### config.mk
export PLATFORM = sky130hd
export DESIGN_NAME = uart_mmio_responder_flat
export DESIGN_NICKNAME = d
export VERILOG_FILES = /design/src/rtl/uart_mmio_responder_if.sv /design/src/rtl/uart_mmio_responder.sv /design/src/flat_wrapper.sv
export SDC_FILE = /design/constraint.sdc
export NUM_CORES = 1
export LEC_CHECK = 0
export ABC_AREA = 0
export BUFFER_PORTS_ARGS = -buffer_cell sky130_fd_sc_hd__buf_2
export CORE_MARGIN = 1.5
export CORE_UTILIZATION = 50
export DETAILED_ROUTE_END_ITERATION = 8
export PLACE_DENSITY = 0.75
export SYNTH_ARGS = -nofsm -noshare
export SYNTH_HDL_FRONTEND = slang
export SYNTH_SLANG_ARGS = --single-unit
### constraint.sdc
create_clock -name clk -period 7.24 [get_ports clk]
set_input_delay 0.724 -clock clk [delete_from_list [all_inputs] [get_ports clk]]
set_output_delay 0.724 -clock clk [all_outputs]
set_load 0.02 [all_outputs]
### src/rtl/uart_mmio_responder_if.sv
// Data-memory style bus between the core's load/store port and the UART peripheral.
interface uart_mmio_responder_if;
    logic        chipSelect;
    logic [31:0] readAddress;
    logic        writeEnable;
    logic [31:0] writeData;
    logic [1:0]  DQM;
    logic [31:0] readData;

    modport master (output chipSelect, readAddress, writeEnable, writeData, DQM, input readData);
    modport slave  (input chipSelect, readAddress, writeEnable, writeData, DQM, output readData);
endinterface

### src/rtl/uart_mmio_responder.sv
// Memory-mapped 8N1 UART transmitter: store-fed TX FIFO, programmable baud divider,
// combinational status/config readback.
module uart_mmio_responder #(
    parameter int FIFO_DEPTH  = 4,
    parameter int DEFAULT_DIV = 15
) (
    input  logic                        clk,
    input  logic                        rst,
    uart_mmio_responder_if.slave        bus,
    output logic                        txd,
    output logic                        txEmptyIrq
);
    localparam int AW = $clog2(FIFO_DEPTH);

    typedef enum logic [1:0] {IDLE, START, DATA, STOP} state_t;

    state_t        state, state_nxt;
    logic [7:0]    mem [FIFO_DEPTH];
    logic [AW-1:0] wr_ptr, rd_ptr;
    logic [AW:0]   count;
    logic          overflow;
    logic [15:0]   baud_div, div_latched, div_cnt;
    logic [2:0]    bit_cnt;
    logic [7:0]    shift;

    logic          wr, push_req, push, pop, full, empty, bit_end;
    logic [1:0]    reg_sel;
    logic [31:0]   cnt_ext;
    logic          unused_bits;

    assign reg_sel  = bus.readAddress[3:2];
    assign wr       = bus.chipSelect & bus.writeEnable;
    assign push_req = wr & (reg_sel == 2'd0);
    assign full     = (count == (AW+1)'(FIFO_DEPTH));
    assign empty    = (count == '0);
    assign bit_end  = (div_cnt == div_latched);
    // A pop on the same edge frees the slot, so a push into a full FIFO still lands.
    assign push     = push_req & (~full | pop);
    assign cnt_ext  = 32'(count);

    assign txEmptyIrq  = empty & (state == IDLE);
    assign unused_bits = ^{bus.DQM, bus.readAddress[31:4], bus.readAddress[1:0],
                           bus.writeData[31:16], cnt_ext[31:4]};

    always_comb begin
        state_nxt = state;
        pop       = 1'b0;
        txd       = 1'b1;
        case (state)
            IDLE: if (!empty) begin
                pop       = 1'b1;
                state_nxt = START;
            end
            START: begin
                txd = 1'b0;
                if (bit_end) state_nxt = DATA;
            end
            DATA: begin
                txd = shift[0];
                if (bit_end && bit_cnt == 3'd7) state_nxt = STOP;
            end
            STOP: if (bit_end) begin
                // Chain straight into the next frame when data is waiting.
                if (!empty) begin
                    pop       = 1'b1;
                    state_nxt = START;
                end else begin
                    state_nxt = IDLE;
                end
            end
            default: state_nxt = IDLE;
        endcase
    end

    always_ff @(posedge clk) begin
        if (rst) begin
            state       <= IDLE;
            wr_ptr      <= '0;
            rd_ptr      <= '0;
            count       <= '0;
            overflow    <= 1'b0;
            baud_div    <= 16'(DEFAULT_DIV);
            div_latched <= '0;
            div_cnt     <= '0;
            bit_cnt     <= '0;
            shift       <= 8'hFF;
        end else begin
            state <= state_nxt;
            if (push) begin
                mem[wr_ptr] <= bus.writeData[7:0];
                wr_ptr      <= wr_ptr + AW'(1);
            end
            if (pop) rd_ptr <= rd_ptr + AW'(1);
            if (push && !pop)      count <= count + (AW+1)'(1);
            else if (pop && !push) count <= count - (AW+1)'(1);
            if (push_req && full && !pop)                         overflow <= 1'b1;
            else if (wr && reg_sel == 2'd1 && bus.writeData[3])   overflow <= 1'b0;
            if (wr && reg_sel == 2'd2) baud_div <= bus.writeData[15:0];
            if (pop) begin
                shift       <= mem[rd_ptr];
                div_latched <= baud_div;
                div_cnt     <= '0;
                bit_cnt     <= '0;
            end else if (state != IDLE) begin
                if (bit_end) begin
                    div_cnt <= '0;
                    if (state == DATA) begin
                        shift   <= shift >> 1;
                        bit_cnt <= bit_cnt + 3'd1;
                    end
                end else begin
                    div_cnt <= div_cnt + 16'd1;
                end
            end
        end
    end

    always_comb begin
        bus.readData = '0;
        if (bus.chipSelect) begin
            case (reg_sel)
                2'd1:    bus.readData = {24'd0, cnt_ext[3:0], overflow, state != IDLE, empty, full};
                2'd2:    bus.readData = {16'd0, baud_div};
                default: bus.readData = '0;
            endcase
        end
    end
endmodule

### src/flat_wrapper.sv
// flat-port wrapper written by rule: the top's interface ports become plain ports
module uart_mmio_responder_flat 
#(
    parameter int FIFO_DEPTH  = 4,
    parameter int DEFAULT_DIV = 15
)
  (clk, rst, txd, txEmptyIrq, bus_chipSelect, bus_readAddress, bus_writeEnable, bus_writeData, bus_DQM, bus_readData);
  uart_mmio_responder_if bus_i ();
  input  logic clk;
  input  logic rst;
  output logic txd;
  output logic txEmptyIrq;
  input wire logic [$bits(bus_i.chipSelect)-1:0] bus_chipSelect;
  input wire logic [$bits(bus_i.readAddress)-1:0] bus_readAddress;
  input wire logic [$bits(bus_i.writeEnable)-1:0] bus_writeEnable;
  input wire logic [$bits(bus_i.writeData)-1:0] bus_writeData;
  input wire logic [$bits(bus_i.DQM)-1:0] bus_DQM;
  output wire logic [$bits(bus_i.readData)-1:0] bus_readData;
  assign bus_i.chipSelect = bus_chipSelect;
  assign bus_i.readAddress = bus_readAddress;
  assign bus_i.writeEnable = bus_writeEnable;
  assign bus_i.writeData = bus_writeData;
  assign bus_i.DQM = bus_DQM;
  assign bus_readData = bus_i.readData;
  uart_mmio_responder #(.FIFO_DEPTH(FIFO_DEPTH), .DEFAULT_DIV(DEFAULT_DIV)) u_core (.clk(clk), .rst(rst), .bus(bus_i), .txd(txd), .txEmptyIrq(txEmptyIrq));
endmodule
### Yosys cells after proc, flatten, opt, wreduce, memory -nomap -nowiden

Memory sizes are Yosys's and may differ from the RTL's. A register that Yosys moved wholly into a read port is not among the register bits.
Cells that the tools add are included.

| storage, ports and cells | value |
|---|---|
| output and inout port bits | 34 |
| memories kept | 1 |
| flip-flop bits (word level) | 69 |
| memory bits (writable) | 32 |
| logic and storage cells | 84 |

| operators by class | value |
|---|---|
| reduce and logical (&&, ||, !) cells | 23 |
| add/sub/neg operators | 6 |
| bitwise gates (word level) | 6 |
| equality and inequality tests | 12 |
| mux-type cells | 26 |

Memory list:

| name | depth | width | read ports | clocked after Yosys merged registers in | write ports | line | RTL |
|---|---|---|---|---|---|---|---|
| u_core.mem | 4 | 8 | 1 | 1 | 1 | uart_mmio_responder.sv:18 | `logic [7:0] mem [FIFO_DEPTH];` |

Operator list:

| kind | count |
|---|---|
| $mux 32 | 1 |
| $mux 8 | 4 |
| $pmux 16 s2 | 1 |
| $add 16x1->16 const B | 1 |
| $eq 16x16->1 | 1 |
| $mux 16 | 1 |
| $mux 2 | 6 |
| $reduce_bool 2->1 | 6 |
| $logic_and 1x1->1 | 8 |
| $mux 1 | 8 |
| $pmux 2 s4 | 1 |
| $add 3x1->3 const B | 2 |
| $eq 2x2->1 const B | 3 |
| $eq 3x3->1 const B | 2 |
| $mux 3 | 2 |
| $ne 2x1->1 const B | 3 |
| $reduce_and 3->1 | 2 |
| $add 2x1->2 const B | 2 |
| $and 1x1->1 | 4 |
| $eq 2x1->1 const B | 2 |
| $logic_not 2->1 | 2 |
| $pmux 1 s2 | 2 |
| $reduce_and 4->1 | 1 |
| $logic_not 3->1 | 1 |
| 6 further kinds | 7 |

### Depth between registers and ports, before layout

| logic depth | value |
|---|---|
| word-level depth | 10 |
| gate-level depth with buffers | 15 |

### Worst setup path before layout

No wires, ideal clock.

| timing | value |
|---|---|
| kind | register to register |
| start | reg u_core.state[0] |
| end | reg u_core.count[2] |
| stages on the path, launching flop included | 16 |
| buffers on the path | 3 |
| path slack | 4.305 ns |
| setup time | 0.070 ns |
| data required time | 7.170 ns |
| arrival | 2.864 ns |
| path through | dfxtp_1 -> inv_1 -> ha_1 -> clkbuf_1 -> inv_1 -> nor3_1 -> a31o_1 -> buf_4 -> inv_2 -> clkbuf_1 -> ha_1 -> inv_1 -> fa_1 -> xor2_1 -> or3_1 -> a21oi_1 |

| between the ends | value |
|---|---|
| longest elaborated chain between the ends | 7 |
| elaborated cells on any way between the ends | 11 |

Ends and longest elaborated chain:

| what | line | RTL |
|---|---|---|
| from (decl) | uart_mmio_responder.sv:17 | `state_t state, state_nxt;` |
| from (signal assigned) | uart_mmio_responder.sv:88 | `state <= state_nxt;` |
| $eq 2x2->1 / $logic_not 2->1 (equally long branches) | uart_mmio_responder.sv:49 | `case (state)` |
| $pmux 1 s2 (*) | uart_mmio_responder.sv:49 |  |
| $or 1x1->1 | uart_mmio_responder.sv:38 | `assign push = push_req & (~full \| pop);` |
| $and 1x1->1 | uart_mmio_responder.sv:38 |  |
| $logic_not 1->1 | uart_mmio_responder.sv:95 | `else if (pop && !push) count <= count - (AW+1)'(1);` |
| $logic_and 1x1->1 | uart_mmio_responder.sv:95 |  |
| $reduce_bool 2->1 (no line) | n/a |  |
| to (signal assigned) | uart_mmio_responder.sv:94 | `if (push && !pop) count <= count + (AW+1)'(1);` |
| to (signal assigned) | uart_mmio_responder.sv:95 |  |
| to (decl) | uart_mmio_responder.sv:20 | `logic [AW:0] count;` |

Mark *: on every way between the ends. The rest lies on a longest branch, timed or not.
A chain may end at the register's enable or synchronous reset.

### Worst setup path after layout

Same ends and word-level chain as after synthesis.

==> flow_summary.ini <==
[run_status]
status = completed

[grt]
use_met3_pct = 3.65
use_met2_pct = 29.6
grt_pass1_wl_um = 14900
busiest_layer = met2
overflow = 0
first_global_vias = 3149
met1_usage_pct = 26.7
grt_max_degree = 58
grt_antenna_before_repair = 0
grtUsageTotal_pct = 19.0

[power_and_ir_drop]
vdd_ir_drop_max_mv = 0.177
power_leakage_nw = 1.96
power_density_nw_per_um2 = 306

[sta]
skew_ns = 0.0177
rsz0062_at_grt = no
max_freq_mhz = 331
fin_ws_ns = 4.21
final_hold_viol_count = 0
finalMaxSlewViolations = 0
worst_pin_slew_ns = 0.687
fin_crit_ns = 3.03
tns_ns = 0
fin_crit_sh_pct = 41.8
relSlewSlack_pct = 54.1
finalSetupViolations = 0

[layout]
fin_util_pct = 56.9
nFillCells = 771
antenna_cells = 0
drive_gt1_share_pct = 13.6
area_growth_pct = 8.40
stdcell_area_um2 = 5040
final_nets = 573
layoutNonFillerInstCount = 599

[synth]
ys.warnings.count = 0
seq_area_frac_synth_pct = 51.3
synth.top_cell.area_share_pct = 30.6
synth_area_leaders = dfxtp_1, edfxtp_1, nand2_1
syn_area_um2 = 4650
synth.distinct_cells = 39
syn_avg_cell_area_um2 = 10.1
synth-seq-cells = 103
synth_top_flop_cell = dfxtp_1
synth-edff-count = 32
yosys.area.top_type = dfxtp_1
async_flop_share_pct = 0
synth_cells = 461

[floorplanning]
dieWidth_um = 99.4
placementRows = 34
core-area_um2 = 8850
start_util_pct = 52.5
ios = 104
die_h_um = 99.4
dieArea_um2 = 9880

[clocking]
clock_sinks = 103
clock_latency_ns = 0.38
cts_tree = built
numCtsBuffers = 9
path_clk_slew_ns = 0.10
postCtsHoldBufs = 0
cts.repair.resized = 0
clk_path_buf_depth = 2
cts_root_buf = clkbuf_8
htreeDepth = 3
postCtsSetupRepairBufs = 0

[critical_path]
r2r.worst_path.cells = 12
critPathSlowestCell = fa_1
slowest_delay_ns = 0.38
critical_path.max_fanout = 21
path_common_cell = inv_1
arrival_ns = 3.33
critical_path_class = flop to flop
end_kind = flop
start_kind = flop
path_cells = inv_1 > ha_1 > inv_1 > nor3_1 > a31o_1 > inv_2 > ha_1 > inv_1 > fa_1 > xor2_1 > or3_1 > a21oi_1
ff2ff_setup_slack_ns = 4.21
cp.required_ns = 7.54

[routing]
vias = 3222
drc_errors = 0
post_drt_wl_per_cell_um = 14.9
via_per_inst = 5.38
drt_iter0_drc = 153
routed_wl_um = 8920
dr.pass1.iters = 4
ant_nets = 0

[min_path]
worst_hold_path.num_cells = 2
hold_class = flop to flop

[run]
drv_cap = 0

[place]
place_area_um2 = 4820
dp_slack_ns = 4.15
gp_congestion = 0.896
place_inst = 583
portBuffers = 39
dp_hpwl_um = 6280
[kinds of logic after synthesis]
kind of cell             share of synthesized area (%)
other                                           0.0807
buffers and inverters                             5.92
AND/OR/NAND/NOR                                   16.9
XOR/XNOR                                          6.60
multiplexers                                      6.68
AO/OA/AOI/OAI                                     7.81
flip-flops                                        51.3
adder cells (fa/ha/maj)                           4.74
[through the flow]
stage	total power [mW]	hold WS, ns
final	1.54	0.474
after global routing	1.64	0.491
after CTS	1.55	0.476
after detailed placement	1.19	0.460
after global placement	1.17	0.452
after floorplan	1.09	0.444
[path summary, 6_finish.rpt]
check,from,endpoint
worst max-delay path,u_core.state[0],u_core.count[2]
worst min-delay path,u_core.baud_div[7],u_core.baud_div[7]
worst max register to register,u_core.state[0],u_core.count[2]
worst min register to register,u_core.baud_div[7],u_core.baud_div[7]
[layout by cell type, fill, tap and decap left out, types with 6 or more instances in the layout]
cell      Yosys  layout
ha_1         16      16
and3_1       15      15
conb_1        1      16
nand3_1       7       7
mux4_2        8       8
nand4_1       9       9
inv_1        12      12
a22oi_1       7       7
dfxtp_1      71      71
nor3_1        8       8
a21oi_1      39      39
buf_2         4      39
xnor2_1      20      20
nand2_1      70      70
xor2_1       15      15
edfxtp_1     32      32
clkbuf_8      0       9
mux2i_1      13      13
and2_1        6       6
o21ai_0      11      11
nor2_1       33      33
[routing by layer]
layer / share of wire (%) / routed length [um]
met5: 0 / 0
met4: 1.4 / 121
met3: 4.8 / 424
met2: 46 / 4090
met1: 48 / 4290
[synth_stat cells, types with 6 or more instances]
master and n:
inv_1 12, mux2i_1 13, nor3_1 8, o21ai_0 11
xor2_1 15, xnor2_1 20, buf_4 17, ha_1 16
edfxtp_1 32, nand4_1 9, clkbuf_1 17, nand2_1 70
dfxtp_1 71, nor2_1 33, and2_1 6, a22oi_1 7
and3_1 15, nand3_1 7, a21oi_1 39, mux4_2 8
[layout make-up]
class	count	area, um^2	area share, %
Clock inverter	7	91.3	1.81
Sequential cell	103	2380	47.3
Tap cell	108	135	2.68
Timing Repair Buffer	41	210	4.17
Multi-Input combinational cell	318	2050	40.6
Inverter	13	48.8	0.968
Clock buffer	9	124	2.46
[worst max-delay path, delay by kind of cell (launching register included)]
kind	cells	cell delay, ns
adder cells (fa/ha/maj)	3	0.94
buffers and inverters	4	0.67
AND/OR/NAND/NOR	2	0.42
flip-flops	1	0.37
AO/OA/AOI/OAI	2	0.37
XOR/XNOR	1	0.18
[flip-flops by register name (all words and copies together) (netlist names), named ones only]
register and count:
u_core.wr_ptr 2, u_core.state 2, u_core.count 3, u_core.div_latched 16, u_core.div_cnt 16, u_core.shift 8, u_core.bit_cnt 3, u_core.mem 32
u_core.rd_ptr 2, u_core.baud_div 16, u_core.overflow 1
[where the power goes]
part	total, mW	internal, mW	leakage [nW]	switching, mW
Clock	0.369	0.142	0.108	0.226
Combinational	0.477	0.172	0.991	0.305
Sequential	0.699	0.648	0.864	0.0504
(Power assumes the default switching activity.)
